$ cat src/rtl/throw_ctrl_pkg.sv
// Shared definitions for the bowling throw stage: state encoding, lane geometry
// and small pure helpers used by the controller.
package throw_ctrl_pkg;

  typedef enum logic [1:0] {
    S_AIM   = 2'd0,
    S_POWER = 2'd1,
    S_ROLL  = 2'd2,
    S_DONE  = 2'd3
  } state_e;

  localparam int LANE_W   = 10;
  localparam int LANE_LEN = 16;
  localparam int PWR_MAX  = 7;

  function automatic logic [3:0] clamp_col(input logic [3:0] col);
    return (col > 4'(LANE_W - 1)) ? 4'(LANE_W - 1) : col;
  endfunction

  // Bit i lit when i <= p, i.e. (1 << (p+1)) - 1.
  function automatic logic [LANE_W-1:0] thermo(input logic [2:0] p);
    logic [LANE_W-1:0] t;
    for (int i = 0; i < LANE_W; i++) t[i] = (i <= int'(p));
    return t;
  endfunction

endpackage

$ cat src/rtl/throw_ctrl_if.sv
// Player/aim side to throw controller bundle. throw is a level; a press is its
// rising edge. done is a one-cycle pulse; final_col is valid from done until the next launch.
interface throw_ctrl_if;
  import throw_ctrl_pkg::*;

  logic [3:0]        aim_pos;
  logic              throw;
  logic [1:0]        state;
  logic [2:0]        power;
  logic [LANE_W-1:0] power_bar;
  logic              ball_valid;
  logic [3:0]        ball_row;
  logic [3:0]        ball_col;
  logic              done;
  logic [3:0]        final_col;

  modport master (
    output aim_pos, throw,
    input  state, power, power_bar, ball_valid, ball_row, ball_col, done, final_col
  );

  modport slave (
    input  aim_pos, throw,
    output state, power, power_bar, ball_valid, ball_row, ball_col, done, final_col
  );

endinterface

$ cat src/rtl/throw_ctrl_tick_gen.sv
// Free-running game-tick divider: one-cycle strobe every TICK_DIV clocks.
module tick_gen #(
  parameter int TICK_DIV = 5_000_000
) (
  input  logic CLOCK_50,
  input  logic reset,
  output logic tick
);

  localparam int CW = (TICK_DIV > 1) ? $clog2(TICK_DIV) : 1;
  localparam logic [CW-1:0] LAST = CW'(TICK_DIV - 1);

  logic [CW-1:0] cnt_q, cnt_d;

  always_comb begin
    cnt_d = (cnt_q == LAST) ? '0 : cnt_q + 1'b1;
  end

  assign tick = (cnt_q == LAST);

  always_ff @(posedge CLOCK_50) begin
    if (reset) cnt_q <= '0;
    else       cnt_q <= cnt_d;
  end

endmodule

$ cat src/rtl/throw_ctrl.sv
// Throw controller: latches aim, runs a bouncing power meter, rolls the ball
// down the lane at a power-dependent rate and reports the final column.
module throw_ctrl
  import throw_ctrl_pkg::*;
#(
  parameter int TICK_DIV = 5_000_000
) (
  input  logic         CLOCK_50,
  input  logic         reset,
  throw_ctrl_if.slave  bus
);

  logic tick;

  tick_gen #(.TICK_DIV(TICK_DIV)) u_tick_gen (
    .CLOCK_50 (CLOCK_50),
    .reset    (reset),
    .tick     (tick)
  );

  state_e            state_q, state_d;
  logic [2:0]        power_q, power_d;
  logic              dir_up_q, dir_up_d;
  logic [LANE_W-1:0] bar_q, bar_d;
  logic              valid_q, valid_d;
  logic [3:0]        row_q, row_d;
  logic [3:0]        col_q, col_d;
  logic              done_q, done_d;
  logic [3:0]        final_q, final_d;
  logic [2:0]        roll_cnt_q, roll_cnt_d;
  logic              throw_q;
  logic              press;

  assign press = bus.throw & ~throw_q;

  always_comb begin
    state_d    = state_q;
    power_d    = power_q;
    dir_up_d   = dir_up_q;
    row_d      = row_q;
    col_d      = col_q;
    done_d     = 1'b0;
    final_d    = final_q;
    roll_cnt_d = roll_cnt_q;

    case (state_q)
      S_AIM: begin
        if (press) begin
          col_d    = clamp_col(bus.aim_pos);
          power_d  = 3'd0;
          dir_up_d = 1'b1;
          state_d  = S_POWER;
        end
      end
      S_POWER: begin
        // A press on a tick edge freezes the current value without stepping.
        if (press) begin
          row_d      = 4'd0;
          roll_cnt_d = 3'd0;
          state_d    = S_ROLL;
        end else if (tick) begin
          if (dir_up_q) begin
            if (power_q == 3'(PWR_MAX)) begin
              power_d  = power_q - 3'd1;
              dir_up_d = 1'b0;
            end else begin
              power_d  = power_q + 3'd1;
            end
          end else begin
            if (power_q == 3'd0) begin
              power_d  = 3'd1;
              dir_up_d = 1'b1;
            end else begin
              power_d  = power_q - 3'd1;
            end
          end
        end
      end
      S_ROLL: begin
        if (tick) begin
          if (roll_cnt_q == 3'(PWR_MAX) - power_q) begin
            roll_cnt_d = 3'd0;
            row_d      = row_q + 4'd1;
            if (row_q + 4'd1 == 4'(LANE_LEN - 1)) begin
              state_d = S_DONE;
              done_d  = 1'b1;
              final_d = col_q;
            end
          end else begin
            roll_cnt_d = roll_cnt_q + 3'd1;
          end
        end
      end
      S_DONE: begin
        if (press) begin
          state_d = S_AIM;
          power_d = 3'd0;
          row_d   = 4'd0;
        end
      end
      default: state_d = S_AIM;
    endcase

    valid_d = (state_d == S_ROLL) || (state_d == S_DONE);
    bar_d   = (state_d == S_POWER) ? thermo(power_d) : '0;
  end

  always_ff @(posedge CLOCK_50) begin
    if (reset) begin
      state_q    <= S_AIM;
      power_q    <= 3'd0;
      dir_up_q   <= 1'b1;
      bar_q      <= '0;
      valid_q    <= 1'b0;
      row_q      <= 4'd0;
      col_q      <= 4'd0;
      done_q     <= 1'b0;
      final_q    <= 4'd0;
      roll_cnt_q <= 3'd0;
      throw_q    <= 1'b0;
    end else begin
      state_q    <= state_d;
      power_q    <= power_d;
      dir_up_q   <= dir_up_d;
      bar_q      <= bar_d;
      valid_q    <= valid_d;
      row_q      <= row_d;
      col_q      <= col_d;
      done_q     <= done_d;
      final_q    <= final_d;
      roll_cnt_q <= roll_cnt_d;
      throw_q    <= bus.throw;
    end
  end

  assign bus.state      = state_q;
  assign bus.power      = power_q;
  assign bus.power_bar  = bar_q;
  assign bus.ball_valid = valid_q;
  assign bus.ball_row   = row_q;
  assign bus.ball_col   = col_q;
  assign bus.done       = done_q;
  assign bus.final_col  = final_q;

endmodule

$ cat src/flat_wrapper.sv
// flat-port wrapper written by rule: the top's interface ports become plain ports
module throw_ctrl_flat import throw_ctrl_pkg::*;
#(
  parameter int TICK_DIV = 5_000_000
)
  (CLOCK_50, reset, bus_aim_pos, bus_throw, bus_state, bus_power, bus_power_bar, bus_ball_valid, bus_ball_row, bus_ball_col, bus_done, bus_final_col);
  throw_ctrl_if bus_i ();
  input  logic CLOCK_50;
  input  logic reset;
  input wire logic [$bits(bus_i.aim_pos)-1:0] bus_aim_pos;
  input wire logic [$bits(bus_i.throw)-1:0] bus_throw;
  output wire logic [$bits(bus_i.state)-1:0] bus_state;
  output wire logic [$bits(bus_i.power)-1:0] bus_power;
  output wire logic [$bits(bus_i.power_bar)-1:0] bus_power_bar;
  output wire logic [$bits(bus_i.ball_valid)-1:0] bus_ball_valid;
  output wire logic [$bits(bus_i.ball_row)-1:0] bus_ball_row;
  output wire logic [$bits(bus_i.ball_col)-1:0] bus_ball_col;
  output wire logic [$bits(bus_i.done)-1:0] bus_done;
  output wire logic [$bits(bus_i.final_col)-1:0] bus_final_col;
  assign bus_i.aim_pos = bus_aim_pos;
  assign bus_i.throw = bus_throw;
  assign bus_state = bus_i.state;
  assign bus_power = bus_i.power;
  assign bus_power_bar = bus_i.power_bar;
  assign bus_ball_valid = bus_i.ball_valid;
  assign bus_ball_row = bus_i.ball_row;
  assign bus_ball_col = bus_i.ball_col;
  assign bus_done = bus_i.done;
  assign bus_final_col = bus_i.final_col;
  throw_ctrl #(.TICK_DIV(TICK_DIV)) u_core (.CLOCK_50(CLOCK_50), .reset(reset), .bus(bus_i));
endmodule
$ cat config.mk
export PLATFORM = sky130hd
export DESIGN_NAME = throw_ctrl_flat
export DESIGN_NICKNAME = d
export VERILOG_FILES = /design/src/rtl/throw_ctrl_pkg.sv /design/src/rtl/throw_ctrl_if.sv /design/src/rtl/throw_ctrl_tick_gen.sv /design/src/rtl/throw_ctrl.sv /design/src/flat_wrapper.sv
export SDC_FILE = /design/constraint.sdc
export NUM_CORES = 1
export LEC_CHECK = 0
export BUFFER_PORTS_ARGS = -buffer_cell sky130_fd_sc_hd__buf_2
export CAP_MARGIN = 5
export CORE_MARGIN = 2
export CORE_UTILIZATION = 55
export DETAILED_ROUTE_END_ITERATION = 8
export GPL_TIMING_DRIVEN = 0
export PLACE_DENSITY_LB_ADDON = 0.25
export SYNTH_ARGS = -nofsm -noshare
export SYNTH_HDL_FRONTEND = slang
export SYNTH_SLANG_ARGS = --single-unit
$ cat constraint.sdc
create_clock -name CLOCK_50 -period 2.9 [get_ports CLOCK_50]
set_input_delay 0.145 -clock CLOCK_50 [delete_from_list [all_inputs] [get_ports CLOCK_50]]
set_output_delay 0.145 -clock CLOCK_50 [all_outputs]
set_load 0.1 [all_outputs]
==> impl_metrics.toml, run 1 <==
[synthesis]
synth_top_area_share_pct = 41.1
synth_edf_count = 0
ys_seq_area_share_pct = 41.1
ys_ff_latch = 55
synth_cells = 311
synth_top_area_cell = "dfxtp_1"
async_flop_share_pct = 0
synthTopCellsByArea = "dfxtp_1 (41%), nor2_1 (7.4%), ha_1 (6.1%)"
yosys_warnings = 0
synth_flop_cell = "dfxtp_1"
ys_types = 47
syn_avg_cell_area_sq_um = 8.61
synthesis.area_sq_um = 2680

[final_layout]
fin_util_pct = 64.6
final_common_cell = "dfxtp_1"
layout_common_cells = "dfxtp_1 (55), nor2_1 (53), buf_2 (33)"
synthToLayoutAreaGrowth_pct = 13.8
drive_above_1_share_pct = 14.2
diodes = 0
final_nets = 372
fin_cells = 420

[timing]
rsz0062_at_grt = "false"
setup_violations = 0
clock_skew_ns = 0.0147
min_period_ns = 2.67
tns_ns = 0
tightestPinTransition_ns = 0.633
slew_headroom_pct = 57.6
post-route-period-util_pct = 92.2
fin_ws_ns = 0.225
final_max_slew_viol_count = 0
fmax_ghz = 0.374
hold_viol = 0

[drt]
dr.pass1.iters = 5
wl_per_cell_um = 12.9
totalWireLength_um = 5400
routed_via_density = 5.39
dr_total_vias = 2263
drt_iter0_drc = 81
antenna_left = 0
drc = 0

[placement]
portBuffers = 33
hpwl_um = 3930
post-place-ws_ns = 0.223
dp_cells = 412
routabilityCongestion = 0.831

[clock_network]
cts_tree = "yes"
postCtsSetupBuffers = 0
clkLatencyLatePin_ns = 0.31
holdBufCountCts = 0
numCtsBuffers = 5
cts_sinks = 55
htree_levels = 2
cts-root-buf = "clkbuf_8"
post_cts_resized = 0
clkTransAtPathRegs_ns = 0.10
ctsLongestPathBuffers = 2

[floorplanning]
chipHeight_um = 73.8
fp-row-count = 25
initial_core_util_pct = 56.7
pin_count = 36
die-area_sq_um = 5440
die_w_um = 73.8
coreArea_sq_um = 4720

[power]
cellLeakagePower_uw = 0.00133
p_per_area_nw_per_um2 = 501
ir_drop_uv = 328

[setup_path]
slowest_stage = "or4b_2"
rr_endpoint = "u_core.bus.power_bar[6]"
cp-end-kind = "flip-flop"
r2r-start = "u_core.u_tick_gen.cnt_q[10]"
ff2ff_setup_slack_ns = 0.23
endpoint = "u_core.bus.power_bar[6]"
critical-path-max-stage-delay_ns = 0.72
worst-setup-path-type = "reg2reg"
cp.arrival_ns = 2.90
path_max_fanout = 8
crit_chain = "or4b_2 > nor4_4 > nand4bb_1 > clkbuf_1 > a211o_1 > nor3_1"
cp.required_ns = 3.13
start_kind = "flip-flop"
crit_start = "u_core.u_tick_gen.cnt_q[10]"
ff2ff_path_depth = 6

[global_route]
grt_usage_pct = 20.9
grt_max_degree = 17
grt_pass1_vias = 2077
grt_pass1_wl_um = 8980
antenna_found_initial = 0
grt-ovfl-total = 0

[flow_run]
cap_viol_max_count = 0

[min_path]
hold_class = "in2reg"
min_from = "reset"

[run_status]
status = "complete, no violations"
## area by class of cell
| type | instances | area, sq um |
|---|---|---|
| Buffer | 11 | 48.8 |
| Clock buffer | 6 | 82.6 |
| Clock inverter | 2 | 35.0 |
| Fill cell | 441 | 1670 |
| Inverter | 16 | 60.1 |
| Multi-Input combinational cell | 230 | 1470 |
| Sequential cell | 55 | 1100 |
| Tap cell | 67 | 83.8 |
| Timing Repair Buffer | 33 | 165 |
## cell usage after synthesis (2+ instances only)
cell	count
dfxtp_1	55
nor2_1	53
a21oi_1	18
nand2_1	17
inv_1	16
xor2_1	15
ha_1	13
nand3_1	13
mux2i_1	10
o21ai_0	10
clkbuf_1	9
nor3_1	8
xnor2_1	8
nand4_1	7
and3_1	5
a31oi_1	4
nor2b_1	4
nor4b_1	4
and4_1	3
or3_1	3
or4_1	3
a211oi_1	2
a21o_1	2
a41oi_1	2
buf_4	2
nor3b_1	2
nor4_1	2
o21bai_1	2
## cells by family after synthesis
kind of cell	count (synthesis)	share of synthesized area [%]
AOI/OAI and AO/OA	49	11.4
and+or+nand+nor	132	25.5
adders and majority gates	13	6.07
other	1	0.140
muxes	11	4.16
buffers and inverters	27	4.06
xor gates and xnor gates	23	7.52
DFF	55	41.1
## through the flow
| step | hold WS (ns) | area (sq um) | power (uW) |
|---|---|---|---|
| final | 0.0816 | 3050 | 1530 |
| after global routing | 0.0872 | 3050 | 1600 |
| after CTS | 0.0754 | 3050 | 1540 |
| after detailed placement | 0.398 | 2930 | 1020 |
| after global placement | 0.385 | 2930 | 1020 |
| after floorplan | 0.217 | 2680 | 982 |
## worst min-delay path by stage
stage | endpoint | slack (ns) | cells past startpoint
floorplan | u_core.bus.ball_valid | 0.22 | 1
global route | u_core.bus.state[1] | 0.09 | 2
global placement | u_core.throw_q | 0.38 | 2
CTS | u_core.throw_q | 0.08 | 2
detailed placement | u_core.throw_q | 0.40 | 2
finish | u_core.bus.state[1] | 0.08 | 2
## flip-flops by register name, summed over array words and instances, names as in the netlist, 2 cells and up
name                     count
u_core.bus.power_bar         8
u_core.bus.power             3
u_core.bus.state             2
u_core.bus.ball_row          4
u_core.bus.ball_col          4
u_core.roll_cnt_q            3
u_core.u_tick_gen.cnt_q     23
u_core.bus.final_col         4
## critical path: cells and delay by family (launching register included)
| family | cells | cell delay [ns] |
|---|---|---|
| AOI/OAI and AO/OA | 1 | 0.43 |
| buffers and inverters | 1 | 0.26 |
| DFF | 1 | 0.36 |
| and+or+nand+nor | 4 | 1.55 |
## routing by layer
layer  routed length [um]  vias up  track usage, %
met1                 2450     1063            25.4
met5                    0        -               0
met2                 2790       36            36.5
met3                  136        2            3.70
met4                   29        0            7.68
li1                     -     1162               -
## power by group
part           switching, uW  internal, uW
combinational            174          49.6
clock                    239           280
sequential              15.1           770
Note: power is estimated with default switching activity, not from simulation.
==> run 2, diff against run 1 <==
clock period = 2.7 ns   (was 2.9 ns; I/O delays follow)
==> impl_metrics.toml, run 2 (synthesized netlist as in run 1, its figures left out) <==
[run_status]
status = "complete, no violations"

[timing]
setup_violations = 0
min_period_ns = 2.53
fmax_ghz = 0.395
tightestPinTransition_ns = 0.688
tns_ns = 0
hold_slack_ns = 0.0654
post-route-period-util_pct = 93.8
final_max_slew_viol_count = 0
hold_viol = 0
rsz0062_at_grt = "false"
slew_headroom_pct = 53.9
clock_skew_ns = 0.0118

[drt]
wl_per_cell_um = 11.8
drt_iter0_drc = 110
totalWireLength_um = 5010
dr_total_vias = 2242
antenna_left = 0
routed_via_density = 5.30
drc = 0
dr.pass1.iters = 4

[clock_network]
cts-root-buf = "clkbuf_8"
holdBufCountCts = 0
cts_tree = "yes"
htree_levels = 2
ctsLongestPathBuffers = 2
numCtsBuffers = 5
cts_sinks = 55
clkTransAtPathRegs_ns = 0.09
clkLatencyLatePin_ns = 0.31

[global_route]
grt_max_degree = 17
grt_pass1_vias = 1904
grt_pass1_wl_um = 8430
antenna_found_initial = 0
grt_usage_pct = 19.5
grt-ovfl-total = 0

[final_layout]
synthToLayoutAreaGrowth_pct = 13.8
diodes = 0
final_nets = 375
fin_util_pct = 64.5
drive_above_1_share_pct = 15.4
largest_register = "u_core.u_tick_gen.cnt_q"
largest_reg_flops = 23
layout_common_cells = "nor2_1 (53), dfxtp_1 (53), buf_2 (33)"
fill_cells = 418

[placement]
routabilityCongestion = 0.818
portBuffers = 33
hpwl_um = 3700

[setup_path]
cp-end-kind = "flip-flop"
cp.arrival_ns = 2.77
start_kind = "flip-flop"
worst-setup-path-type = "reg2reg"
path_max_fanout = 7
cp.required_ns = 2.94

[flow_run]
cap_viol_max_count = 0

[floorplanning]
coreArea_sq_um = 4720
die_w_um = 73.8
pin_count = 36
die-area_sq_um = 5440
initial_core_util_pct = 56.7
chipHeight_um = 73.8
fp-row-count = 25

[power]
ir_drop_uv = 251
cellLeakagePower_uw = 0.00133
p_per_area_nw_per_um2 = 498

[min_path]
hold_class = "in2reg"
run 2: worst max-delay path: stages (launching register included):
cell and delay (ns):
dfxtp_2 0.37, or4_1 0.52, or4_4 0.59, or4_1 0.48, o211a_1 0.18, o21bai_1 0.18
a21oi_1 0.15
run 2: timing repair:
item | CTS | global route
buffers inserted | 0 | 3
resized for setup | 0 | 3
endpoints found under the hold margin | 0 | 0
endpoints found under the setup margin | 0 | 6
run 2: final cells by class:
class                   count  area (sq um)  share of cell area [%]
flip-flops and latches     55          1100                    36.2
clock inverters             2          12.5                   0.411
plain buffers              11          48.8                    1.60
well taps                  67          83.8                    2.75
multi-input cells         230          1480                    48.5
repair buffers             36           188                    6.16
clock buffers               6          72.6                    2.38
inverters                  16          60.1                    1.97
run 2: path summary, 6_finish.rpt:
check / from / end / slack (ns) / cells past startpoint
max: u_core.u_tick_gen.cnt_q[6] / u_core.bus.power_bar[3] / 0.17 / 6
min: reset / u_core.bus.ball_valid / 0.07 / 2
max reg2reg: u_core.u_tick_gen.cnt_q[6] / u_core.bus.power_bar[3] / 0.17 / 6
min reg2reg: u_core.u_tick_gen.cnt_q[0] / u_core.u_tick_gen.cnt_q[0] / 0.48 / 1
run 2: stage by stage:
| stage | setup slack (ns) | total power, uW | area, sq um | cells |
|---|---|---|---|---|
| after floorplan | 0.00170 | 1060 | 2680 | 312 |
| after global placement | 0.0660 | 1100 | 2930 | 412 |
| after detailed placement | 0.0712 | 1100 | 2930 | 412 |
| after CTS | 0.0553 | 1540 | 3020 | 420 |
| after global routing | 0.00383 | 1590 | 3050 | 423 |
| final | 0.168 | 1520 | 3050 | 423 |
run 2: layer usage:
metal | part of all wire [%] | up-vias | wire length (um) | GRT usage [%]
li1 | - | 1175 | - | -
met1 | 47 | 1026 | 2380 | 24.8
met2 | 49 | 34 | 2440 | 32.9
met3 | 2.7 | 7 | 134 | 4.25
met4 | 1.1 | 0 | 53 | 6.06
met5 | 0 | - | 0 | 0
run 2: power by group:
group | total, uW | switching (uW) | internal, uW
Combinational | 238 | 185 | 53.2
Sequential | 843 | 15.3 | 827
Clock | 439 | 257 | 182
Total | 1520 | 457 | 1060
